===== src/rtl/mult_div_unit.sv =====
// Sequential radix-2 multiply/divide engine owning the HI/LO registers.
// Fixed 33-cycle latency: one launch edge, 32 RUN iterations, one FIX edge.
module mult_div_unit (
  input  logic        clk,
  input  logic        reset,
  input  logic        start,
  input  logic [1:0]  op,
  input  logic [31:0] a,
  input  logic [31:0] b,
  input  logic        hi_we,
  input  logic        lo_we,
  input  logic [31:0] wdata,
  output logic        busy,
  output logic        done,
  output logic        div_zero,
  output logic [31:0] hi,
  output logic [31:0] lo
);

  localparam logic [1:0] IDLE = 2'd0;
  localparam logic [1:0] RUN  = 2'd1;
  localparam logic [1:0] FIX  = 2'd2;

  logic [1:0]  state;
  logic [4:0]  cnt;
  logic [1:0]  op_r;
  logic        sa, sb;
  logic [31:0] a_raw;
  logic [31:0] opnd;
  logic [63:0] acc;

  logic        a_neg, b_neg;
  logic [31:0] abs_a, abs_b;
  logic [32:0] add_sum, sub_diff;
  logic [63:0] acc_next;
  logic [63:0] mult_res;
  logic [31:0] q_fix, r_fix;
  logic        neg_q, neg_r;

  always_comb begin
    a_neg = ~op[0] & a[31];
    b_neg = ~op[0] & b[31];
    abs_a = a_neg ? -a : a;
    abs_b = b_neg ? -b : b;

    // Multiply shifts {P, multiplier} right; divide shifts {rem, quot} left.
    add_sum  = {1'b0, acc[63:32]} + {1'b0, opnd};
    sub_diff = acc[63:31] - {1'b0, opnd};
    acc_next = acc;
    if (!op_r[1]) begin
      acc_next = acc[0] ? {add_sum, acc[31:1]} : {1'b0, acc[63:1]};
    end else begin
      acc_next = sub_diff[32] ? {acc[62:0], 1'b0}
                              : {sub_diff[31:0], acc[30:0], 1'b1};
    end

    neg_q    = ~op_r[0] & (sa ^ sb);
    neg_r    = ~op_r[0] & sa;
    mult_res = neg_q ? -acc : acc;
    q_fix    = neg_q ? -acc[31:0]  : acc[31:0];
    r_fix    = neg_r ? -acc[63:32] : acc[63:32];
  end

  always_ff @(posedge clk) begin
    if (reset) begin
      state    <= IDLE;
      cnt      <= '0;
      op_r     <= '0;
      sa       <= 1'b0;
      sb       <= 1'b0;
      a_raw    <= '0;
      opnd     <= '0;
      acc      <= '0;
      busy     <= 1'b0;
      done     <= 1'b0;
      div_zero <= 1'b0;
      hi       <= '0;
      lo       <= '0;
    end else begin
      done <= 1'b0;
      case (state)
        IDLE: begin
          if (start) begin
            op_r  <= op;
            sa    <= a_neg;
            sb    <= b_neg;
            a_raw <= a;
            opnd  <= op[1] ? abs_b : abs_a;
            acc   <= {32'd0, (op[1] ? abs_a : abs_b)};
            cnt   <= '0;
            busy  <= 1'b1;
            state <= RUN;
          end else begin
            if (hi_we) hi <= wdata;
            if (lo_we) lo <= wdata;
          end
        end
        RUN: begin
          acc <= acc_next;
          cnt <= cnt + 5'd1;
          if (cnt == 5'd31) state <= FIX;
        end
        FIX: begin
          if (!op_r[1]) begin
            hi <= mult_res[63:32];
            lo <= mult_res[31:0];
          end else if (opnd == 32'd0) begin
            hi       <= a_raw;
            lo       <= '1;
            div_zero <= 1'b1;
          end else begin
            hi       <= r_fix;
            lo       <= q_fix;
            div_zero <= 1'b0;
          end
          done  <= 1'b1;
          busy  <= 1'b0;
          state <= IDLE;
        end
        default: state <= IDLE;
      endcase
    end
  end

endmodule


===== config.mk =====
export PLATFORM = sky130hd
export DESIGN_NAME = mult_div_unit
export DESIGN_NICKNAME = d
export VERILOG_FILES = /design/src/rtl/mult_div_unit.sv
export SDC_FILE = /design/constraint.sdc
export NUM_CORES = 1
export LEC_CHECK = 0
export ABC_AREA = 1
export CORE_ASPECT_RATIO = 1.1
export CORE_MARGIN = 4
export CORE_UTILIZATION = 40
export DETAILED_ROUTE_END_ITERATION = 12
export PLACE_DENSITY = 0.63
export SETUP_SLACK_MARGIN = 0.2
export SLEW_MARGIN = 20
export SYNTH_ARGS = -nofsm -noshare
export SYNTH_HDL_FRONTEND = slang
export SYNTH_SLANG_ARGS = --single-unit

===== constraint.sdc =====
create_clock -name clk -period 2.5 [get_ports clk]
set_input_delay 0.25 -clock clk [delete_from_list [all_inputs] [get_ports clk]]
set_output_delay 0.25 -clock clk [all_outputs]
set_load 0.05 [all_outputs]

-- Word level (Yosys, flattened, before mapping)
Cells that the tools add are included.
- register bits: 206
- bits of input ports: 103
- output and inout bits: 67
- logic and storage cells: 78
- add/subtract/negate cells: 8
- equal/unequal tests: 8
- mux-type cells: 31
- bitwise operators: 7
- reductions and logical operators: 11
- operators with widths (kind ; number):
    2-to-1 mux 32 bit ; 14
    2-to-1 mux 64 bit ; 5
    negator 32 bit ; 4
    one-hot mux 32 bit (2 select lines) ; 2
    one-hot mux 64 bit (2 select lines) ; 1
    negator 64 bit ; 1
    adder 32 x 32 -> 33 bit ; 1
    subtractor 33 x 32 -> 33 bit ; 1
    zero test 32 bit ; 1
    != test 2 bit (second input constant) ; 5
    one-hot mux 5 bit (2 select lines) ; 1
    AND reduction 2 bit ; 5
    AND reduction 3 bit ; 2
    adder 5 x 1 -> 5 bit (second input constant) ; 1
    equality test 5 bit (second input constant) ; 1
    2-to-1 mux 5 bit ; 1
    AND 1 bit ; 4
    2-to-1 mux 2 bit ; 2
    one-hot mux 2 bit (2 select lines) ; 1
    nonzero test 2 bit ; 2
    2-to-1 mux 1 bit ; 3
    equality test 2 x 1 -> 1 bit (second input constant) ; 1
    equality test 2 bit (second input constant) ; 1
    zero test 2 bit ; 1
    other kinds (3) ; 4

-- Longest topological paths before layout
- word-level depth: 6
- gate-level depth with buffers: 20
- mapped depth without buffers: 19

-- Worst setup path before layout
OpenSTA, ideal clock, no wires.
- path kind: register to register
- start point: register acc[31]
- end point: register acc[47]
- library setup time: 0.142 ns
- data arrival time: 2.266 ns
- data required time: 2.358 ns
- setup slack: 0.092 ns
- stages on the path, launching flop included: 21
- path buffers: 1
- period minus slack after synthesis: 2.408 ns
- path through: dfxtp_1 inv_1 ha_1 fa_1 inv_1 nand2_1 nand2_1 nand3_1 nand2_2 nand2_1 nand2_1 nand2_4 nand2_2 nand2_4 nand2_8 inv_8 buf_12 nand2_2 nand3_1 nand2_1 a21oi_2
- longest elaborated chain between the ends: 4
- RTL lines (item ; RTL line ; source):
    from (decl) ; 30 ; logic [63:0] acc;
    from (signal assigned) ; 89 ; acc <= {32'd0, (op[1] ? abs_a : abs_b)};
    from (signal assigned) ; 99 ; acc <= acc_next;
    subtractor 33 x 32 -> 33 bit ; 48 ; sub_diff = acc[63:31] - {1'b0, opnd};
    2-to-1 mux 64 bit ; 53 ; acc_next = sub_diff[32] ? {acc[62:0], 1'b0}
    2-to-1 mux 64 bit ; 50 ; if (!op_r[1]) begin
    one-hot mux 64 bit (2 select lines) ; 81 ; case (state)
No other way between the ends.
A chain may end at the register's enable or synchronous reset.

-- Worst setup path after layout
- start point: register opnd[11]
- end point: register acc[32]
- longest elaborated chain between the ends: 4
- RTL lines (item ; RTL line ; source):
    from (decl) ; 29 ; logic [31:0] opnd;
    from (signal assigned) ; 88 ; opnd <= op[1] ? abs_b : abs_a;
    subtractor 33 x 32 -> 33 bit ; 48 ;
    2-to-1 mux 64 bit ; 53 ;
    2-to-1 mux 64 bit ; 50 ;
    one-hot mux 64 bit (2 select lines) ; 81 ;
No other way between the ends.

==> impl_metrics.json <==
{
  "synth_warnings": 0,
  "grt_max_degree": 78,
  "synth-main-ff-cell": "dfxtp_1",
  "asyncSetResetFlopFracSynth": 0,
  "globalplace.congestion": 1.04,
  "finalWorstPathRequiredPeriod_ns": 2.41,
  "detail_route.wirelength_mm": 91.2,
  "r2r_endpoint": "acc[32]",
  "drt_iter0_drc": 2765,
  "core_region_mm2": 0.0488,
  "synth_cells": 3467,
  "worstHoldEndpoint": "a_raw[8]",
  "worst_hold_startpoint": "a[8]",
  "power_leakage_uw": 0.0121,
  "yosysSeqAreaShare": 0.209,
  "hpwl_mm": 72.3,
  "drive_above_1_share": 0.183,
  "remaining_drc_errors": 0,
  "floorplan.die.height_um": 241,
  "grt_util_all_layers": 0.324,
  "synth_cell_types": 53,
  "cts-htree-levels": 1,
  "hold-path-cell-count": 3,
  "cts_inserted_buffers": 24,
  "final_area_mm2": 0.0262,
  "maximum_frequency_from_static_timing_analysis_mhz": 415,
  "drt_antenna_net_count": 0,
  "syn-num-nets": 3642,
  "fin_crit_sh": 0.964,
  "ir_worst_vdd_uv": 556,
  "regArea_mm2": 0.00417,
  "placed_cell_area_mm2": 0.0239,
  "floorplan.die.width_um": 220,
  "antenna_found_initial": 2,
  "detailroute.via_count": 24800,
  "worst-setup-path-type": "reg2reg",
  "critPathRequiredTime_ns": 2.88,
  "power_density_mw_per_mm2": 556,
  "hold_class": "in2reg",
  "instances_no_fill": 4494,
  "grt_pass1_wl_mm": 133,
  "clk-insertion-delay-late_ns": 0.58,
  "cts_buffer_depth": 3,
  "syn_area_mm2": 0.0197,
  "final_design_utilization": 0.537,
  "worst_slew_pin_slew_ns": 0.966,
  "floorplan.io_pins": 170,
  "placement_rows": 85,
  "postSynthAreaPerCell_um2": 5.68,
  "unrepaired_setup_endpoints_after_global_routing": "true",
  "initial_core_util": 0.404,
  "drv_cap": 0,
  "cts_clock_pin_slew_for_the_worst_setup_and_hold_paths_ns": 0.06,
  "final_max_slew_viol_count": 0,
  "final_hold_viol_count": 0,
  "die_area_mm2": 0.0529,
  "number_of_hold_buffers_added_after_cts": 0,
  "drt-pass1-iter-count": 6,
  "grt_pass1_vias": 22400,
  "cp-end-kind": "flop",
  "cp-start-kind": "flop",
  "setup_viol": 0,
  "dp_cells": 4421,
  "ys_ff_latch": 206,
  "worstReg2RegStart": "opnd[11]",
  "finalPower_uw": 14600,
  "root_buf_cell": "clkbuf_16",
  "syn_to_final_growth_pct": 33.0,
  "routed_wire_per_std_cell_um": 20.3,
  "route.detailed.vias_per_inst": 5.51,
  "r2r_cells": 18,
  "clock_sinks": 206,
  "status": "finished, final reports clean",
  "multiInputGateArea_mm2": 0.0141,
  "nNetsFinal": 3999,
  "clk_skew_ns": 0.0367,
  "tns_ns": 0,
  "worst-endpoint-arrival_ns": 2.79,
  "nFillCells": 5024,
  "setup.reg_to_reg.worst_slack_ns": 0.09,
  "port_buffers": 169,
  "grt_overflow_total": 0,
  "tritoncts_clock_tree": "done",
  "synth-edff-count": 0,
  "slew-limit-headroom": 0.356,
  "crit_fanout": 6
}
==> critical path, cell delays in order, from the launching register on <==
cell     delay (ns)
dfxtp_1        0.34
inv_1          0.13
ha_4           0.31
nand2_1        0.09
inv_1          0.08
nand2_1        0.08
nor3_2         0.19
nand2_2        0.08
nand2_2        0.09
nand2_4        0.07
nand2_4        0.08
nand2_8        0.08
nand2_8        0.14
buf_6          0.15
nand2_2        0.07
o21ai_2        0.07
nand2_1        0.07
nand2_1        0.07
a21oi_1        0.06
==> layout by cell type (no fill, tap or decap), types with 15 or more instances in the layout <==
cell type,instances
ha_4,29
a21oi_2,43
a21oi_1,326
buf_6,22
nand3_1,254
buf_12,15
ha_1,32
nor2_2,30
o21ai_1,23
xnor2_1,19
inv_1,436
xor2_1,64
o211ai_1,31
dfxtp_2,30
nor2_4,21
nand3_2,31
nand2_1,898
nor3_1,35
nand2_2,65
clkdlybuf4s50_1,168
o21ai_0,283
dfxtp_1,173
inv_2,17
nor2_1,285
nand4_1,27
buf_4,277
clkbuf_16,27
==> routing by layer <==
metal  wire length, µm  track usage  vias to the layer above
met5                 0            0                        -
met3              8620       0.0426                      264
met1             37300        0.445                    11200
li1                  -            -                    12000
met4              5690        0.159                        0
met2             39600        0.503                     1270
==> cells by family after synthesis <==
group                    synth area share
XOR/XNOR                           0.0369
AND/OR/NAND/NOR                     0.368
adder cells (fa/ha/maj)            0.0465
buffers and inverters               0.125
flip-flops                          0.209
AO/OA/AOI/OAI                       0.215
==> area by class of cell <==
class,instances,area share
clock inverter,11,0.00683
timing repair buffer,490,0.169
multi-input combinational,2639,0.540
sequential,206,0.159
tap,652,0.0311
clock buffer,32,0.0256
inverter,463,0.0675
antenna,1,0.0000955
==> registers in the layout, indices dropped and copies added, names as in the netlist <==
signal    cells
a_raw        32
acc          64
busy          1
cnt           5
div_zero      1
done          1
hi           32
lo           32
op_r          2
opnd         32
sa            1
sb            1
state         2
==> where the power goes <==
group,internal [µW],switching [µW]
combinational,2520,4220
sequential,3560,314
clock,2310,1640
==> worst max path at each step <==
stage             start  endpoint  slack, ns  cells after the start
5_1_grt         acc[31]   acc[32]     -0.004                     20
4_1_cts         acc[31]   acc[32]       0.13                     20
3_5_place_dp       b[0]  opnd[24]      -0.01                     12
3_3_place_gp       b[0]  opnd[24]      0.004                     12
6_report       opnd[11]   acc[32]       0.09                     18
2_1_floorplan   acc[31]   acc[52]       0.22                     20
==> Yosys cell counts (4+ instances only) <==
cell / number / area [µm²]
nand2_2: 16 / 100
o221ai_1: 7 / 61.3
nand3_2: 18 / 180
a21oi_2: 26 / 228
xnor2_1: 19 / 166
o211ai_1: 31 / 233
nand4_1: 27 / 169
nor2_1: 327 / 1230
buf_2: 22 / 110
dfxtp_1: 206 / 4120
buf_1: 18 / 67.6
nand3b_1: 14 / 105
nand3_1: 271 / 1360
or2_2: 14 / 87.6
xor2_1: 64 / 561
clkbuf_1: 112 / 420
o22ai_1: 8 / 50.1
nor4_1: 8 / 50.1
o21ai_0: 297 / 1490
nand2_1: 951 / 3570
inv_1: 452 / 1700
a22oi_1: 10 / 75.1
o21ai_2: 4 / 35.0
a21oi_1: 344 / 1720
nor2_4: 6 / 67.6
a31oi_1: 13 / 81.3
ha_1: 70 / 876
o31ai_1: 5 / 37.5
o21ai_1: 19 / 95.1
nor3_1: 36 / 180
o21bai_1: 8 / 60.1
inv_2: 7 / 26.3
==> per-stage QoR <==
stage               hold slack, ns  worst slack, ns
floorplan                    0.385            0.224
global placement             0.454          0.00410
detailed placement           0.460          -0.0149
CTS                          0.327            0.125
global route                 0.376         -0.00367
finish                       0.332           0.0894
==> repair_timing <==
item                                    CTS  global route
cloned                                    1             4
setup buffers                             2            22
pin swaps                                 5            43
endpoints found under the setup margin   43            89
gates resized for setup                  80           223
(Power assumes the default switching activity.)
